==> src/rtl/serial_sub_ctrl_if.sv <==
// Request/result bundle for the bit-serial subtractor.
// Handshake: the requester raises start with a and b valid; the block
// accepts them on any rising edge where it is idle or presenting a result
// (state IDLE or DONE). start is ignored while busy. done is a one-cycle
// pulse, and diff/carry/overflow are valid from that cycle until the final
// step of the next operation. state mirrors the controller FSM for
// observation only.
interface serial_sub_ctrl_if #(
  parameter int WIDTH = 8
);
  logic             start;
  logic [WIDTH-1:0] a;
  logic [WIDTH-1:0] b;
  logic             busy;
  logic             done;
  logic [WIDTH-1:0] diff;
  logic             carry;
  logic             overflow;
  logic [1:0]       state;

  modport master (
    output start, a, b,
    input  busy, done, diff, carry, overflow, state
  );

  modport slave (
    input  start, a, b,
    output busy, done, diff, carry, overflow, state
  );
endinterface

==> src/rtl/serial_sub_ctrl.sv <==
// Bit-serial two's-complement subtractor: diff = a - b using one full-adder
// cell stepped LSB first, one bit per clock. The subtrahend is inverted on
// load and the +1 enters as the initial carry, so the cell only ever adds.
module serial_sub_ctrl #(
  parameter int WIDTH = 8
) (
  input logic            clk,
  input logic            rst_n,
  serial_sub_ctrl_if.slave bus
);

  localparam int CW = (WIDTH > 2) ? $clog2(WIDTH) : 1;

  typedef enum logic [1:0] {
    IDLE = 2'd0,
    RUN  = 2'd1,
    DONE = 2'd2
  } state_t;

  state_t           state;
  state_t           state_next;

  logic [WIDTH-1:0] sh_a;
  logic [WIDTH-1:0] sh_b;
  logic [WIDTH-1:0] res;
  logic [WIDTH-1:0] res_next;
  logic             cflop;
  logic             c_into_msb;
  logic [CW-1:0]    cnt;

  logic [WIDTH-1:0] diff_q;
  logic             carry_q;
  logic             overflow_q;

  logic             accept;
  logic             last_bit;
  logic             msb_prev_bit;
  logic             fa_sum;
  logic             fa_cout;

  // Single full-adder cell working on the current LSBs.
  assign fa_sum  = sh_a[0] ^ sh_b[0] ^ cflop;
  assign fa_cout = (sh_a[0] & sh_b[0]) | (sh_a[0] & cflop) | (sh_b[0] & cflop);

  // New sum bit enters at the MSB end; after WIDTH steps bit 0 lands at [0].
  assign res_next = (res >> 1) | {fa_sum, {(WIDTH-1){1'b0}}};

  assign last_bit     = (cnt == CW'(WIDTH - 1));
  assign msb_prev_bit = (cnt == CW'(WIDTH - 2));

  // Controller state register.
  always_ff @(posedge clk or negedge rst_n) begin
    if (!rst_n) begin
      state <= IDLE;
    end else begin
      state <= state_next;
    end
  end

  // Next-state decode; a request is taken in IDLE or DONE, so back-to-back
  // operations run without an idle bubble.
  always_comb begin
    state_next = state;
    accept     = 1'b0;
    case (state)
      IDLE: begin
        if (bus.start) begin
          accept     = 1'b1;
          state_next = RUN;
        end
      end
      RUN: begin
        if (last_bit) begin
          state_next = DONE;
        end
      end
      DONE: begin
        if (bus.start) begin
          accept     = 1'b1;
          state_next = RUN;
        end else begin
          state_next = IDLE;
        end
      end
      default: begin
        state_next = IDLE;
      end
    endcase
  end

  // Operand load on accept, then one serial add step per RUN cycle; the
  // visible result only updates on the final step.
  always_ff @(posedge clk or negedge rst_n) begin
    if (!rst_n) begin
      sh_a       <= '0;
      sh_b       <= '0;
      res        <= '0;
      cflop      <= 1'b0;
      c_into_msb <= 1'b0;
      cnt        <= '0;
      diff_q     <= '0;
      carry_q    <= 1'b0;
      overflow_q <= 1'b0;
    end else if (accept) begin
      sh_a  <= bus.a;
      sh_b  <= ~bus.b;
      cflop <= 1'b1;
      cnt   <= '0;
      res   <= '0;
    end else if (state == RUN) begin
      res   <= res_next;
      sh_a  <= sh_a >> 1;
      sh_b  <= sh_b >> 1;
      cflop <= fa_cout;
      cnt   <= cnt + CW'(1);
      if (msb_prev_bit) begin
        c_into_msb <= fa_cout;
      end
      if (last_bit) begin
        diff_q     <= res_next;
        carry_q    <= fa_cout;
        overflow_q <= c_into_msb ^ fa_cout;
      end
    end
  end

  assign bus.busy     = (state == RUN);
  assign bus.done     = (state == DONE);
  assign bus.diff     = diff_q;
  assign bus.carry    = carry_q;
  assign bus.overflow = overflow_q;
  assign bus.state    = state;

endmodule

==> src/flat_wrapper.sv <==
// flat-port wrapper written by rule: the top's interface ports become plain ports
module serial_sub_ctrl_flat 
#(
  parameter int WIDTH = 8
)
  (clk, rst_n, bus_start, bus_a, bus_b, bus_busy, bus_done, bus_diff, bus_carry, bus_overflow, bus_state);
  serial_sub_ctrl_if #(.WIDTH(WIDTH)) bus_i ();
  input logic clk;
  input logic rst_n;
  input wire logic [$bits(bus_i.start)-1:0] bus_start;
  input wire logic [$bits(bus_i.a)-1:0] bus_a;
  input wire logic [$bits(bus_i.b)-1:0] bus_b;
  output wire logic [$bits(bus_i.busy)-1:0] bus_busy;
  output wire logic [$bits(bus_i.done)-1:0] bus_done;
  output wire logic [$bits(bus_i.diff)-1:0] bus_diff;
  output wire logic [$bits(bus_i.carry)-1:0] bus_carry;
  output wire logic [$bits(bus_i.overflow)-1:0] bus_overflow;
  output wire logic [$bits(bus_i.state)-1:0] bus_state;
  assign bus_i.start = bus_start;
  assign bus_i.a = bus_a;
  assign bus_i.b = bus_b;
  assign bus_busy = bus_i.busy;
  assign bus_done = bus_i.done;
  assign bus_diff = bus_i.diff;
  assign bus_carry = bus_i.carry;
  assign bus_overflow = bus_i.overflow;
  assign bus_state = bus_i.state;
  serial_sub_ctrl #(.WIDTH(WIDTH)) u_core (.clk(clk), .rst_n(rst_n), .bus(bus_i));
endmodule
==> config.mk <==
export PLATFORM = sky130hd
export DESIGN_NAME = serial_sub_ctrl_flat
export DESIGN_NICKNAME = d
export VERILOG_FILES = /design/src/rtl/serial_sub_ctrl_if.sv /design/src/rtl/serial_sub_ctrl.sv /design/src/flat_wrapper.sv
export SDC_FILE = /design/constraint.sdc
export NUM_CORES = 1
export LEC_CHECK = 0
export CORE_MARGIN = 8
export CORE_UTILIZATION = 45
export CTS_CLUSTER_DIAMETER = 40
export CTS_CLUSTER_SIZE = 24
export DETAILED_ROUTE_END_ITERATION = 8
export PLACE_DENSITY = 0.72
export SLEW_MARGIN = 10
export SYNTH_ARGS = -nofsm -noshare
export SYNTH_HDL_FRONTEND = slang
export SYNTH_SLANG_ARGS = --single-unit
==> constraint.sdc <==
create_clock -name clk -period 2 [get_ports clk]
set_input_delay 0.2 -clock clk [delete_from_list [all_inputs] [get_ports clk]]
set_output_delay 0.2 -clock clk [all_outputs]
set_load 0.03 [all_outputs]
## After elaboration in Yosys (flattened, before gate mapping)

Index checks and enable logic that the tools add are counted.

- Multiplexer cells: 16
- Equal/unequal tests: 6
- Bitwise operators: 11
- Reduce and logical (&&, ||, !) cells: 6
- Add/subtract/negate cells: 1

Operators with widths:

| cell | number |
|---|---|
| 8-bit 2-to-1 mux | 6 |
| 8-bit NOT | 1 |
| 7-bit by 8-bit OR with 8-bit output | 1 |
| 3-bit equality test (second input constant) | 2 |
| 3-bit 2-to-1 mux | 2 |
| 2-bit one-hot mux with 3 select lines | 1 |
| 3-bit AND reduction | 2 |
| 1-bit 2-to-1 mux | 5 |
| 2-bit 2-to-1 mux | 2 |
| 3-bit by 1-bit adder with 3-bit output (second input constant) | 1 |
| 1-bit bitwise AND | 3 |
| 1-bit XOR | 3 |
| 2-bit by 1-bit equality test with 1-bit output (second input constant) | 1 |
| 2-bit equality test (second input constant) | 1 |
| 2-bit zero test | 1 |
| 2-bit by 1-bit inequality test with 1-bit output (second input constant) | 1 |
| 2-bit inequality test (second input constant) | 1 |
| 1-bit OR | 2 |
| 2-bit AND reduction | 1 |
| 2-bit nonzero test | 1 |
| 2-bit OR reduction | 1 |
| 1-bit NOT | 1 |

- Bits in registers: 41
- Input bits: 19
- Word-level logic and storage cells: 50
- Output and inout bits: 14

## Longest topological paths before layout

- Depth after elaboration: 5
- Depth in mapped cells: 6
- Gate-level depth less buffers: 5

## Worst setup path before layout

No wires, ideal clock.

- Kind: reg2out
- Start point: reg u_core.state[1] (netlist: u_core.bus.state[1])
- End point: out bus_done
- Stages on the path, launching flop included: 4
- Setup slack: 0.361 ns
- Path buffers: 2
- Arrival time: 1.439 ns
- Cells stage by stage: dfrtp_1 > buf_4 > buf_6 > nor2b_1

- Longest elaborated chain between the ends: 1

RTL lines:

| element | RTL line | RTL |
|---|---|---|
| start: declaration | serial_sub_ctrl.sv:20 | `state_t state;` |
| start signal: assignment | serial_sub_ctrl.sv:56 | `state <= state_next;` |
| 2-bit equality test | serial_sub_ctrl.sv:128 | `assign bus.done = (state == DONE);` |
| end: declaration | flat_wrapper.sv:14 | `output wire logic [$bits(bus_i.done)-1:0] bus_done;` |

Every way passes these cells.

## Worst setup path in the final report

- Start point: reg u_core.cnt[0]
- End point: reg u_core.diff_q[7] (netlist: u_core.bus.diff[7])

- Longest elaborated chain between the ends: 2

RTL lines:

| element | RTL line | RTL |
|---|---|---|
| start: declaration | serial_sub_ctrl.sv:29 | `logic [CW-1:0] cnt;` |
| start signal: assignment | serial_sub_ctrl.sv:115 | `cnt <= cnt + CW'(1);` |
| 3-bit equality test | serial_sub_ctrl.sv:48 | `assign last_bit = (cnt == CW'(WIDTH - 1));` |
| 3-bit AND reduction (no line) | - |  |
| end signal: assignment | serial_sub_ctrl.sv:120 | `diff_q <= res_next;` |
| end: declaration | serial_sub_ctrl.sv:31 | `logic [WIDTH-1:0] diff_q;` |

Every way passes these cells.
A chain may end at the register's enable or synchronous reset.

==> results.cfg <==
[timing]
fin_crit_sh_pct = 89.4
timing.final.max_slew_violations = 0
clock.fmax_ghz = 0.560
setup_viol = 0
hold_viol_final = 0
slew_headroom_pct = 59.3
worst_pin_slew_ps = 610
setup_tns_ps = 0
fin_skew_ps = 2.04
min_period_ps = 1790
grt_setup_unrepaired = false

[synthesis]
ys_types = 26
syn_area_mm2 = 0.00188
synth-simple-area-share_pct = 8.72
synth_cells = 159
syn_nets = 182
synth_xor_area_share_pct = 0.932
yosys_warnings = 0
synth_fa_ha_area_share_pct = 3.06
synth_top_family_by_area = multiplexers
yosys_register_bits = 40
muxShareOfSynthArea_pct = 14.7
avgSynthCellArea_um2 = 11.8
ys_seq_area_share_pct = 53.3
synth_compound_area_share_pct = 14.2

[worst_setup_path]
critPathKind = reg2reg
r2r_slack_ps = 210
reg2reg_depth = 4
r2r-end = u_core.bus.diff[7]$_DFFE_PN0P_
reg2reg_from = u_core.cnt[0]$_DFFE_PN0P_
end_kind = flop
cp.required_ps = 2170
cp-startpoint = u_core.cnt[0]$_DFFE_PN0P_
arrival_ps = 1960
critPathMaxFanout = 12
crit_path_start_kind = flop

[cts]
cts.sinks = 40
clock_latency_ps = 290
holdBufCountCts = 1
cts_buffers = 5
clkTransAtPathRegs_ps = 70
post_cts_buffers = 0
cts_max_path_buffers = 2
cts_tree = yes
root_buffer = clkbuf_8
htreeDepth = 2
cts_resized = 0

[power_and_ir_drop]
vdd_drop_max_uv = 603
p_seq_share_pct = 41.3
swShare_pct = 37.2
power_uw = 3540
clkPwrFrac_pct = 14.1
power_switching_uw = 1320
pwr-share-comb_pct = 44.6
power_density_mw_per_mm2 = 1510
cellLeakagePower_uw = 0.00104
internal_power_uw = 2220

[detailed_routing]
vias_per_cell = 5.37
vias = 1337
routed_wl_um = 3820
first_iter_violations = 88
wl_per_cell_um = 15.3
first_pass_iters = 4
route.detailed.drc = 0
final_antenna_net_count = 0

[global_route]
grt_pass1_vias = 1370
grt_max_degree = 29
antenna_found_initial = 0
grt_use_total_pct = 12.5
grt-ovfl-total = 0
grt_pass1_wl_um = 6350

[floorplan]
rows = 23
design.die.area_mm2 = 0.00650
chipWidth_um = 80.6
io-pin-count = 33
die_y_um = 80.6
core_mm2 = 0.00400
start_util_pct = 47.0

[layout]
final_nets = 222
mostFrequentLayoutCell = dfrtp_1
postLayoutCoreUtil_pct = 58.6
most-common-layout-cells = 40 x dfrtp_1, 29 x clkdlybuf4s50_1, 17 x mux2_2
area_growth_pct = 24.8
antennaDiodeCount = 0
stdcell_area_mm2 = 0.00234
drive_above_1_share_pct = 19.6

[placement]
dpl.hpwl_um = 2850
gp_congestion = 0.757
portBuffers = 32
placed_area_mm2 = 0.00226

[run_status]
status = completed

[job]
drv_cap = 0

[min_path]
hp-class = in2async
## logic make-up (layout without fill, tap and decap cells)
group           Yosys count  after routing
simple gates             30             30
buf+inv                  18             58
compound gates           40             40
flops                    40             40
xor+xnor                  2              2
fa+ha+maj                 4              4
mux                      25             25
## Yosys cell counts, drive strengths merged
cell type / instances / area share (%)
nand3b: 1 / 0.40
a211oi: 1 / 0.40
a21oi: 14 / 3.7
xnor2: 2 / 0.93
mux2i: 7 / 3.7
inv: 9 / 1.8
mux2: 18 / 11
nand2: 5 / 1.0
o22ai: 6 / 2.0
buf: 9 / 3.3
nand3: 2 / 0.53
a22o: 11 / 5.1
o221a: 2 / 1.2
dfrtp: 40 / 53
a21o: 1 / 0.40
o21ai: 5 / 1.3
nor2: 1 / 0.20
nand2b: 2 / 0.67
nor3: 6 / 1.6
ha: 3 / 2.0
fa: 1 / 1.1
nor2b: 13 / 4.3
## worst max-delay path: stages (launching register included)
cell      delay [ps]
dfrtp_1          430
ha_1             220
ha_1             190
nand3b_1         440
mux2_2           400
## stage by stage
| stage | hold WS [ps] | std cells | worst slack (ps) |
|---|---|---|---|
| after global routing | 509 | 249 | 112 |
| after floorplan | -95.6 | 159 | 361 |
| after global placement | 235 | 241 | 284 |
| after detailed placement | 250 | 241 | 203 |
| after CTS | 474 | 249 | 194 |
| final | 456 | 249 | 213 |
## worst max-delay path by stage
| stage | to | slack, ps | cells after the start |
|---|---|---|---|
| final | u_core.bus.diff[7]$_DFFE_PN0P_ | 210 | 4 |
| after global routing | u_core.bus.diff[7]$_DFFE_PN0P_ | 110 | 4 |
| after CTS | u_core.bus.diff[7]$_DFFE_PN0P_ | 190 | 4 |
| after detailed placement | u_core.bus.diff[7]$_DFFE_PN0P_ | 200 | 4 |
| after global placement | u_core.bus.diff[3]$_DFFE_PN0P_ | 280 | 4 |
| after floorplan | bus_done | 360 | 3 |
## per-layer routing
layer | vias to the layer above | GRT usage, % | routed length (µm)
li1 | 643 | - | -
met1 | 653 | 14.1 | 1700
met2 | 36 | 20.9 | 1850
met3 | 5 | 3.79 | 223
met4 | 0 | 6.00 | 50
met5 | - | 0 | 0
## power groups by stage
stage / logic (µW) / clock network, µW / registers (µW)
after detailed placement: 1590 / 0 / 1480
after global placement: 1540 / 0 / 1450
after floorplan: 944 / 0 / 1590
after CTS: 1600 / 509 / 1460
final: 1580 / 498 / 1460
after global routing: 1720 / 541 / 1510
## area by class of cell
cell class	count	area, µm²
Inverter	9	33.8
Clock inverter	1	5.00
Clock buffer	6	72.6
Fill cell	337	1660
Multi-Input combinational cell	101	782
Timing Repair Buffer	42	388
Sequential cell	40	1000
Tap cell	50	62.6
## registers in the layout, indices dropped and copies added (netlist names)
signal and cells:
u_core.bus.state 2, u_core.sh_a 8, u_core.cflop 1, u_core.bus.diff 8
u_core.bus.overflow 1, u_core.sh_b 8, u_core.bus.carry 1, u_core.c_into_msb 1
u_core.res 7, u_core.cnt 3
No activity file was read; power rests on OpenSTA's default activity.
